$ cat src/rtl/quad_pkg.sv
// Shared types and helpers for the rotary-encoder quadrature decoder.
package quad_pkg;

    // Encoder position; the encoding is the filtered {A,B} vector itself.
    typedef enum logic [1:0] {
        S00 = 2'b00,
        S01 = 2'b01,
        S10 = 2'b10,
        S11 = 2'b11
    } ab_t;

    // Classification of one filtered transition.
    typedef enum logic [1:0] {
        NONE    = 2'd0,
        CW      = 2'd1,
        CCW     = 2'd2,
        ILLEGAL = 2'd3
    } dir_t;

    // Stability counter width; holds FILT_CYCLES up to 255.
    localparam int CNT_W = 8;

    // Signed sub-step accumulator width; holds +/-7 for up to 8 steps per detent.
    localparam int ACC_W = 4;

    // Clockwise order is S00 -> S10 -> S11 -> S01 -> S00 (A leads B).
    function automatic dir_t quad_dir(ab_t prev, ab_t cur);
        dir_t d;
        if (prev == cur) begin
            d = NONE;
        end else if ((prev ^ cur) == 2'b11) begin
            d = ILLEGAL;
        end else begin
            case (prev)
                S00:     d = (cur == S10) ? CW : CCW;
                S10:     d = (cur == S11) ? CW : CCW;
                S11:     d = (cur == S01) ? CW : CCW;
                default: d = (cur == S00) ? CW : CCW;
            endcase
        end
        return d;
    endfunction

endpackage

$ cat src/rtl/sync_filter.sv
// Two-flop synchroniser plus stability filter for a small vector of slow,
// bouncy asynchronous inputs (encoder contacts, pushbuttons).
module sync_filter
    import quad_pkg::*;
#(
    parameter int WIDTH       = 2,
    parameter int FILT_CYCLES = 4
) (
    input  logic             clk,
    input  logic             reset_n,
    input  logic [WIDTH-1:0] din,
    output logic [WIDTH-1:0] dout,
    output logic             upd
);

    localparam logic [CNT_W-1:0] FILT_MAX = CNT_W'(FILT_CYCLES);
    localparam logic [CNT_W-1:0] CNT_ONE  = CNT_W'(1);

    logic [WIDTH-1:0] sync1;
    logic [WIDTH-1:0] sync2;
    logic [CNT_W-1:0] cnt;
    logic [CNT_W-1:0] cnt_nxt;
    logic             accept;

    // Count consecutive edges on which the second stage captures the same value.
    // The check looks at the value entering the second stage so that a level
    // captured at edge 0 is accepted exactly at edge FILT_CYCLES.
    always_comb begin
        // NOTE: every combinational output gets a default first, so no path
        // through the block can leave it unassigned and infer a latch.
        cnt_nxt = cnt;
        if (sync1 != sync2) begin
            cnt_nxt = CNT_ONE;
        end else if (cnt != FILT_MAX) begin
            cnt_nxt = cnt + CNT_ONE;
        end
        accept = (cnt_nxt == FILT_MAX) && (sync1 != dout);
    end

    // Synchroniser, stability counter and filtered output register.
    always_ff @(posedge clk or negedge reset_n) begin
        if (!reset_n) begin
            sync1 <= '0;
            sync2 <= '0;
            cnt   <= '0;
            dout  <= '0;
            upd   <= 1'b0;
        end else begin
            // NOTE: non-blocking assignments let sync2 take the old sync1,
            // giving a true two-stage pipeline regardless of statement order.
            sync1 <= din;
            sync2 <= sync1;
            cnt   <= cnt_nxt;
            upd   <= accept;
            if (accept) begin
                dout <= sync1;
            end
        end
    end

endmodule

$ cat src/rtl/quad_decoder.sv
// Quadrature decoder: filtered A/B Gray-code tracking, per-detent step pulse
// with held direction, and an error pulse on double-bit jumps.
module quad_decoder
    import quad_pkg::*;
#(
    parameter int FILT_CYCLES      = 4,
    parameter int STEPS_PER_DETENT = 4
) (
    input  logic clk,
    input  logic reset_n,
    input  logic a,
    input  logic b,
    output logic step,
    output logic upDown,
    output logic err
);

    localparam logic signed [ACC_W-1:0] ACC_LIM = ACC_W'(STEPS_PER_DETENT - 1);
    localparam logic signed [ACC_W-1:0] ACC_ONE = ACC_W'(1);

    logic [1:0]              filt_ab;
    logic                    filt_upd;
    ab_t                     cur;
    ab_t                     state_q;
    ab_t                     state_d;
    logic                    init_q;
    logic                    init_d;
    logic signed [ACC_W-1:0] acc_q;
    logic signed [ACC_W-1:0] acc_d;
    logic                    step_d;
    logic                    err_d;
    logic                    updown_d;

    sync_filter #(
        .WIDTH       (2),
        .FILT_CYCLES (FILT_CYCLES)
    ) u_filter (
        .clk     (clk),
        .reset_n (reset_n),
        .din     ({a, b}),
        .dout    (filt_ab),
        .upd     (filt_upd)
    );

    assign cur = ab_t'(filt_ab);

    // Evaluate each filtered update: first one after reset only loads the state.
    always_comb begin
        state_d  = state_q;
        init_d   = init_q;
        acc_d    = acc_q;
        step_d   = 1'b0;
        err_d    = 1'b0;
        updown_d = upDown;
        if (filt_upd) begin
            state_d = cur;
            if (init_q) begin
                init_d = 1'b0;
            end else begin
                unique case (quad_dir(state_q, cur))
                    NONE: ;
                    CW: begin
                        if (acc_q == ACC_LIM) begin
                            step_d   = 1'b1;
                            updown_d = 1'b1;
                            acc_d    = '0;
                        end else begin
                            acc_d = acc_q + ACC_ONE;
                        end
                    end
                    CCW: begin
                        if (acc_q == -ACC_LIM) begin
                            step_d   = 1'b1;
                            updown_d = 1'b0;
                            acc_d    = '0;
                        end else begin
                            acc_d = acc_q - ACC_ONE;
                        end
                    end
                    ILLEGAL: begin
                        err_d = 1'b1;
                        acc_d = '0;
                    end
                endcase
            end
        end
    end

    // State, init flag, accumulator and registered outputs.
    always_ff @(posedge clk or negedge reset_n) begin
        if (!reset_n) begin
            state_q <= S00;
            init_q  <= 1'b1;
            acc_q   <= '0;
            step    <= 1'b0;
            err     <= 1'b0;
            upDown  <= 1'b1;
        end else begin
            state_q <= state_d;
            init_q  <= init_d;
            acc_q   <= acc_d;
            step    <= step_d;
            err     <= err_d;
            upDown  <= updown_d;
        end
    end

endmodule

$ cat config.mk
export PLATFORM = sky130hd
export DESIGN_NAME = quad_decoder
export DESIGN_NICKNAME = d
export VERILOG_FILES = /design/src/rtl/quad_pkg.sv /design/src/rtl/sync_filter.sv /design/src/rtl/quad_decoder.sv
export SDC_FILE = /design/constraint.sdc
export NUM_CORES = 1
export LEC_CHECK = 0
export CAP_MARGIN = 10
export CORE_ASPECT_RATIO = 1.25
export CORE_UTILIZATION = 29
export DETAILED_ROUTE_END_ITERATION = 10
export PLACE_DENSITY_LB_ADDON = 0.2
export SKIP_CTS_REPAIR_TIMING = 1
export SLEW_MARGIN = 0
export SYNTH_ARGS = -nofsm -noshare
export SYNTH_HDL_FRONTEND = slang
export SYNTH_SLANG_ARGS = --single-unit
$ cat constraint.sdc
create_clock -name clk -period 2.7 [get_ports clk]
set_clock_uncertainty 0.1 [all_clocks]
set_input_delay 0.54 -clock clk [delete_from_list [all_inputs] [get_ports clk]]
set_output_delay 0.54 -clock clk [all_outputs]
set_load 0.05 [all_outputs]
* Yosys cells after proc, flatten, opt, wreduce, memory -nomap -nowiden
Cells that the tools add are included.
Word-level totals: register bits 25, input bits 4, output and inout bits 3, word-level logic and storage cells 66
Operators by class: $add $sub $neg 3, equal/unequal tests 18, muxes and demuxes 25, bitwise operators 2, reductions and logical operators 7
Operators with widths (number):
- $mux 2 | 8
- $mux 8 | 2
- $eq 2x2->1 const B | 7
- $pmux 4 s3 | 1
- $mux 1 | 9
- $add 8x1->8 const B | 1
- $eq 4x3->1 const B | 2
- $eq 8x3->1 const B | 1
- $mux 4 | 2
- $ne 8x3->1 const B | 1
- $pmux 2 s3 | 1
- $reduce_and 5->1 | 1
- $add 4x2->4 const B | 1
- $eq 2x1->1 const B | 2
- $logic_not 2->1 | 2
- $ne 2x2->1 | 2
- $ne 2x2->1 const B | 2
- $pmux 1 s2 | 2
- $sub 4x2->4 const B | 1
- $reduce_and 3->1 | 1
- $reduce_bool 3->1 | 1
- $eq 2x2->1 | 1
- $reduce_bool 2->1 | 1
- $xor 2x2->2 | 1
- other kinds (2) | 2

* Depth between registers and ports, before layout
depth in word-level cells 11, depth in mapped cells 10, depth with buffers taken out 10

* By module
Synthesis repeated with hierarchy kept, for this count alone.
Unflattened totals: cells, all modules 149, area total of the unflattened synthesis 1519.0 um2
Modules (own cells, without submodules):
- sync_filter | times used 1, cells an instance 73, area each 814.5 um2, sequential area each 375.4 um2
- quad_decoder | times used 1, cells an instance 76, area each 704.4 um2, sequential area each 252.7 um2

* Worst setup path after synthesis
OpenSTA, ideal clock, no wires.
path kind reg-to-reg, start point register u_filter.cnt[1], end point register u_filter.dout[0], library setup time 0.128 ns, data arrival time 1.947 ns, required time 2.472 ns, setup slack 0.526 ns, stages on the path, launching flop included 8, path buffers 1, period minus slack after synthesis 2.174 ns, path through dfrtp_1 -> ha_1 -> clkbuf_1 -> xor2_1 -> or4_4 -> a21oi_4 -> o2111ai_2 -> mux2_1
Between the ends: word-level cells in the longest chain between the ends 5, elaborated cells on any way between the ends 6, those cells by class add/sub: 1; eq/ne: 2; mux: 2; reduce/logical: 1
RTL lines:
- start: declaration | RTL line sync_filter.sv:21 | logic [CNT_W-1:0] cnt;
- start signal: assignment | RTL line sync_filter.sv:53 | cnt <= cnt_nxt;
- $add 8x1->8 / $ne 8x3->1 (equally long branches) | RTL line sync_filter.sv:35, sync_filter.sv:34
- $mux 8 (*) | RTL line sync_filter.sv:34 | end else if (cnt != FILT_MAX) begin
- $mux 8 (*) | RTL line sync_filter.sv:32 | if (sync1 != sync2) begin
- $eq 8x3->1 (*) | RTL line sync_filter.sv:37 | accept = (cnt_nxt == FILT_MAX) && (sync1 != dout);
- $logic_and 1x1->1 (*) | RTL line sync_filter.sv:37
- end signal: assignment | RTL line sync_filter.sv:56 | dout <= sync1;
- end: declaration | RTL line sync_filter.sv:12 | output logic [WIDTH-1:0] dout,
Mark *: on every way between the ends. The rest lies on a longest branch, timed or not. A chain may end at the register's enable or synchronous reset.

* Final worst setup path
start point register u_filter.dout[0], end point register acc_q[3]
Between the ends: word-level cells in the longest chain between the ends 10, elaborated cells on any way between the ends 22, those cells by class eq/ne: 8; mux: 10; bitwise: 1; reduce/logical: 3
RTL lines:
- $eq 2x1->1 (tied with other cells) | RTL line quad_pkg.sv:37 | S11: d = (cur == S01) ? CW : CCW;
- $mux 2, on equally long branches
- $pmux 2 s3 | RTL line quad_pkg.sv:34 | case (prev)
- $mux 2 | RTL line quad_pkg.sv:31 | end else if ((prev ^ cur) == 2'b11) begin
- $mux 2 (*) | RTL line quad_pkg.sv:29 | if (prev == cur) begin
- $mux 2 (*) | RTL line quad_decoder.sv:57 | if (init_q) begin
- $mux 2 (*) | RTL line quad_decoder.sv:55 | if (filt_upd) begin
- $eq 2x2->1 / $eq 2x1->1 (equally long branches) | RTL line quad_decoder.sv:60 | unique case (quad_dir(state_q, cur))
- $reduce_bool 3->1 (no line)
- $reduce_and 3->1 (no line)
- end signal: assignment | RTL line quad_decoder.sv:94 | acc_q <= '0;
- end signal: assignment | RTL line quad_decoder.sv:101 | acc_q <= acc_d;
- end: declaration | RTL line quad_decoder.sv:28 | logic signed [ACC_W-1:0] acc_q;
Mark *: on every way between the ends. The rest lies on a longest branch, timed or not. The select of a mux whose other input is x is not followed.

==> metrics.txt <==
outcome complete, no violations; Async S/R FF share, synth 100.0%; clock power share 20.3%; largest cells by area after synthesis dfrtp_1 38%, ha_1 7.4%, nor2_1 4.9%, xnor2_1 4.6%, dfstp_2 3.5%; Worst-path clk slew 90 ps; setup TNS 0 ps; pwr/cell area 659.3 nW/um^2; Sw Pwr 0.0004123 W; GP Congestion 0.8200; Filler cells 519; Critical Path End Type flip-flop; minimum clock period 2353 ps; Post-Synthesis Cells 159; DR vias 1107; MaxCap Viol Count 0; Clock Sinks 25; Seq/Total Area, Yosys 41.35%; vias in the first global route 1061; EDFF count, synth 0; Top Ports 7; largest net degree at the start of global routing 26; Leak Pwr 0.6904 nW; Vias/cell 4.942; Starting Density 30.12%; area leader, netlist dfrtp_1; commonest cells in the netlist 23 x dfrtp_1, 20 x nor2_1, 11 x nand2_1; Placed Instances 220; IO buf count 6; Max Freq 424.9 MHz; Synth Register Bits 25; Netlist cell types 39; CTS tree done; H-tree depth 1; Routed wire per std cell 12.10 um; TritonCTS buffer count 3; row count 29; DR DRC count 0; layout cells sized above 1 10.49%; max-slew violations 0; crit path max fanout 7; global-route wire length before repair 4733 um; RSZ-0062 raised after global routing no; worst hold path class reg2reg; Mapped Area 1519 um^2; cell-internal power 0.0006849 W; Synth top area share 37.89%; Initial DRC Count 56; area growth from synthesis to layout 9.555%; HPWL Detailed 2006 um; GRT Total Usage 10.94%; CP required 2750 ps; final setup fails 0; non-filler cells, final 224; Die Width 66.73 um; die height 82.92 um; Synth Flop Type dfrtp_1; Crit path arrival time 2410 ps; aggregate global routing overflow 0; synth warn 0; Setup Crit Path Kind reg2reg; Net Sw Frac 37.58%; most frequent cell after synthesis dfrtp_1; Final Cycle Share 87.16%; Comb pwr share 35.3%; Die ar. 5533 um^2; CP cell instances mux2i_1, o21ai_0, inv_1, ha_1, and2_1, a221oi_1, nor2_1, a22o_1; Least-Margin Pin Slew 492.2 ps; initial antenna violation count 0; root buffer cell clkbuf_8; VDD IR max 0.0002367 V; syn_nets 172; sequential power share 44.4%; nets@finish 176; Initial DRT Pass Iterations 4; syn avg cell area 9.553 um^2; final hold vios 0; clock latency on the worst-skew pair 270 ps; CTS Buffer Depth 2; CP peak stage delay 490 ps; CP Launch Type flip-flop; Detailed Route WL 2710 um; core area 5044 um^2; CP max stage cell dfrtp_1; Post-DRT Antenna Nets 0; Max-slew headroom 67.08%; Inserted Diodes 0
## final timing paths
kind,startpoint,end,slack (ps),cells after the start
min in group asynchronous,reset_n,step$_DFF_PN0_,530,2
setup / recovery,u_filter.dout[0]$_DFFE_PN0P_,acc_q[3]$_DFFE_PN0P_,350,8
hold reg to reg,u_filter.sync1[1]$_DFF_PN0_,u_filter.sync2[1]$_DFF_PN0_,370,0
hold / removal,u_filter.sync1[1]$_DFF_PN0_,u_filter.sync2[1]$_DFF_PN0_,370,0
setup reg to reg,u_filter.dout[0]$_DFFE_PN0P_,acc_q[3]$_DFFE_PN0P_,350,8
max in group asynchronous,reset_n,init_q$_DFFE_PN1P_,1680,2
## per-stage QoR
stage	setup WS [ps]	hold WS, ps	power [W]	util (%)	instance area, um^2
finish	346.7	373.1	0.001097	32.99	1664
global route	148.7	387.7	0.001183	32.99	1664
CTS	365.0	378.6	0.001107	32.99	1664
detailed placement	397.9	356.6	0.0008805	32.08	1618
global placement	408.4	358.4	0.0008731	32.08	1618
floorplan	525.7	144.4	0.0007943	-	1519
## metal layers
metal  routed length, um  vias to the layer above  part of all wire [%]  global-route usage, %
li1                    -                      549                     -                      -
met1                1218                      538                    45                  13.70
met2                1391                       18                    51                  18.46
met3                  72                        2                   2.7                  2.060
met4                  27                        0                   1.0                  3.482
met5                   0                        -                     0                      0
## power groups by stage
stage | clock [W] | combinational [W] | sequential (W)
floorplan | 0 | 0.000306 | 0.000488
global placement | 0 | 0.000381 | 0.000492
detailed placement | 0 | 0.000387 | 0.000494
CTS | 0.000232 | 0.000389 | 0.000486
global route | 0.000250 | 0.000439 | 0.000495
finish | 0.000222 | 0.000388 | 0.000487
## cell usage in the layout, fill, tap and decap left out, types with 3 or more instances in the layout
cell type	netlist	routed
a21oi_1	8	8
ha_1	9	9
clkbuf_8	0	3
nand4_1	3	3
and2_1	4	4
xor2_1	4	4
inv_1	10	10
nor3_1	4	4
o21ai_0	8	8
clkdlybuf4s50_1	0	6
nor2b_1	3	3
nand3_1	6	6
dfrtp_1	23	23
mux2_2	3	3
nand2_1	11	11
nor2_1	20	20
xnor2_1	8	8
## final cells by class
type                            count  area (um^2)  area share, %
Multi-Input combinational cell    115        799.5          48.05
Tap cell                           62        77.57          4.662
Timing Repair Buffer                8        75.07          4.511
Clock buffer                        3        41.29          2.481
Inverter                           10        37.54          2.256
Clock inverter                      1        5.005         0.3008
Sequential cell                    25        628.1          37.74
## critical path: cells and delay by family (launching register included)
kind | cells | cell delay [ps]
AOI/OAI and AO/OA | 3 | 830
DFF | 1 | 490
and+or+nand+nor | 2 | 290
adders and majority gates | 1 | 290
buffers and inverters | 1 | 120
muxes | 1 | 110
## cell families after synthesis
kind of cell | share of synthesized area (%)
buffers and inverters | 6.013
adder cells (fa/ha/maj) | 7.414
multiplexers | 5.025
XOR/XNOR | 6.919
AO/OA/AOI/OAI | 15.16
AND/OR/NAND/NOR | 18.12
flip-flops | 41.35
## registers in the layout, indices dropped and copies added, names as in the netlist
signal / cells
acc_q: 4
step: 1
u_filter.sync2: 2
u_filter.dout: 2
err: 1
u_filter.upd: 1
state_q: 2
u_filter.cnt: 8
upDown: 1
u_filter.sync1: 2
init_q: 1
(Power assumes the default switching activity.)
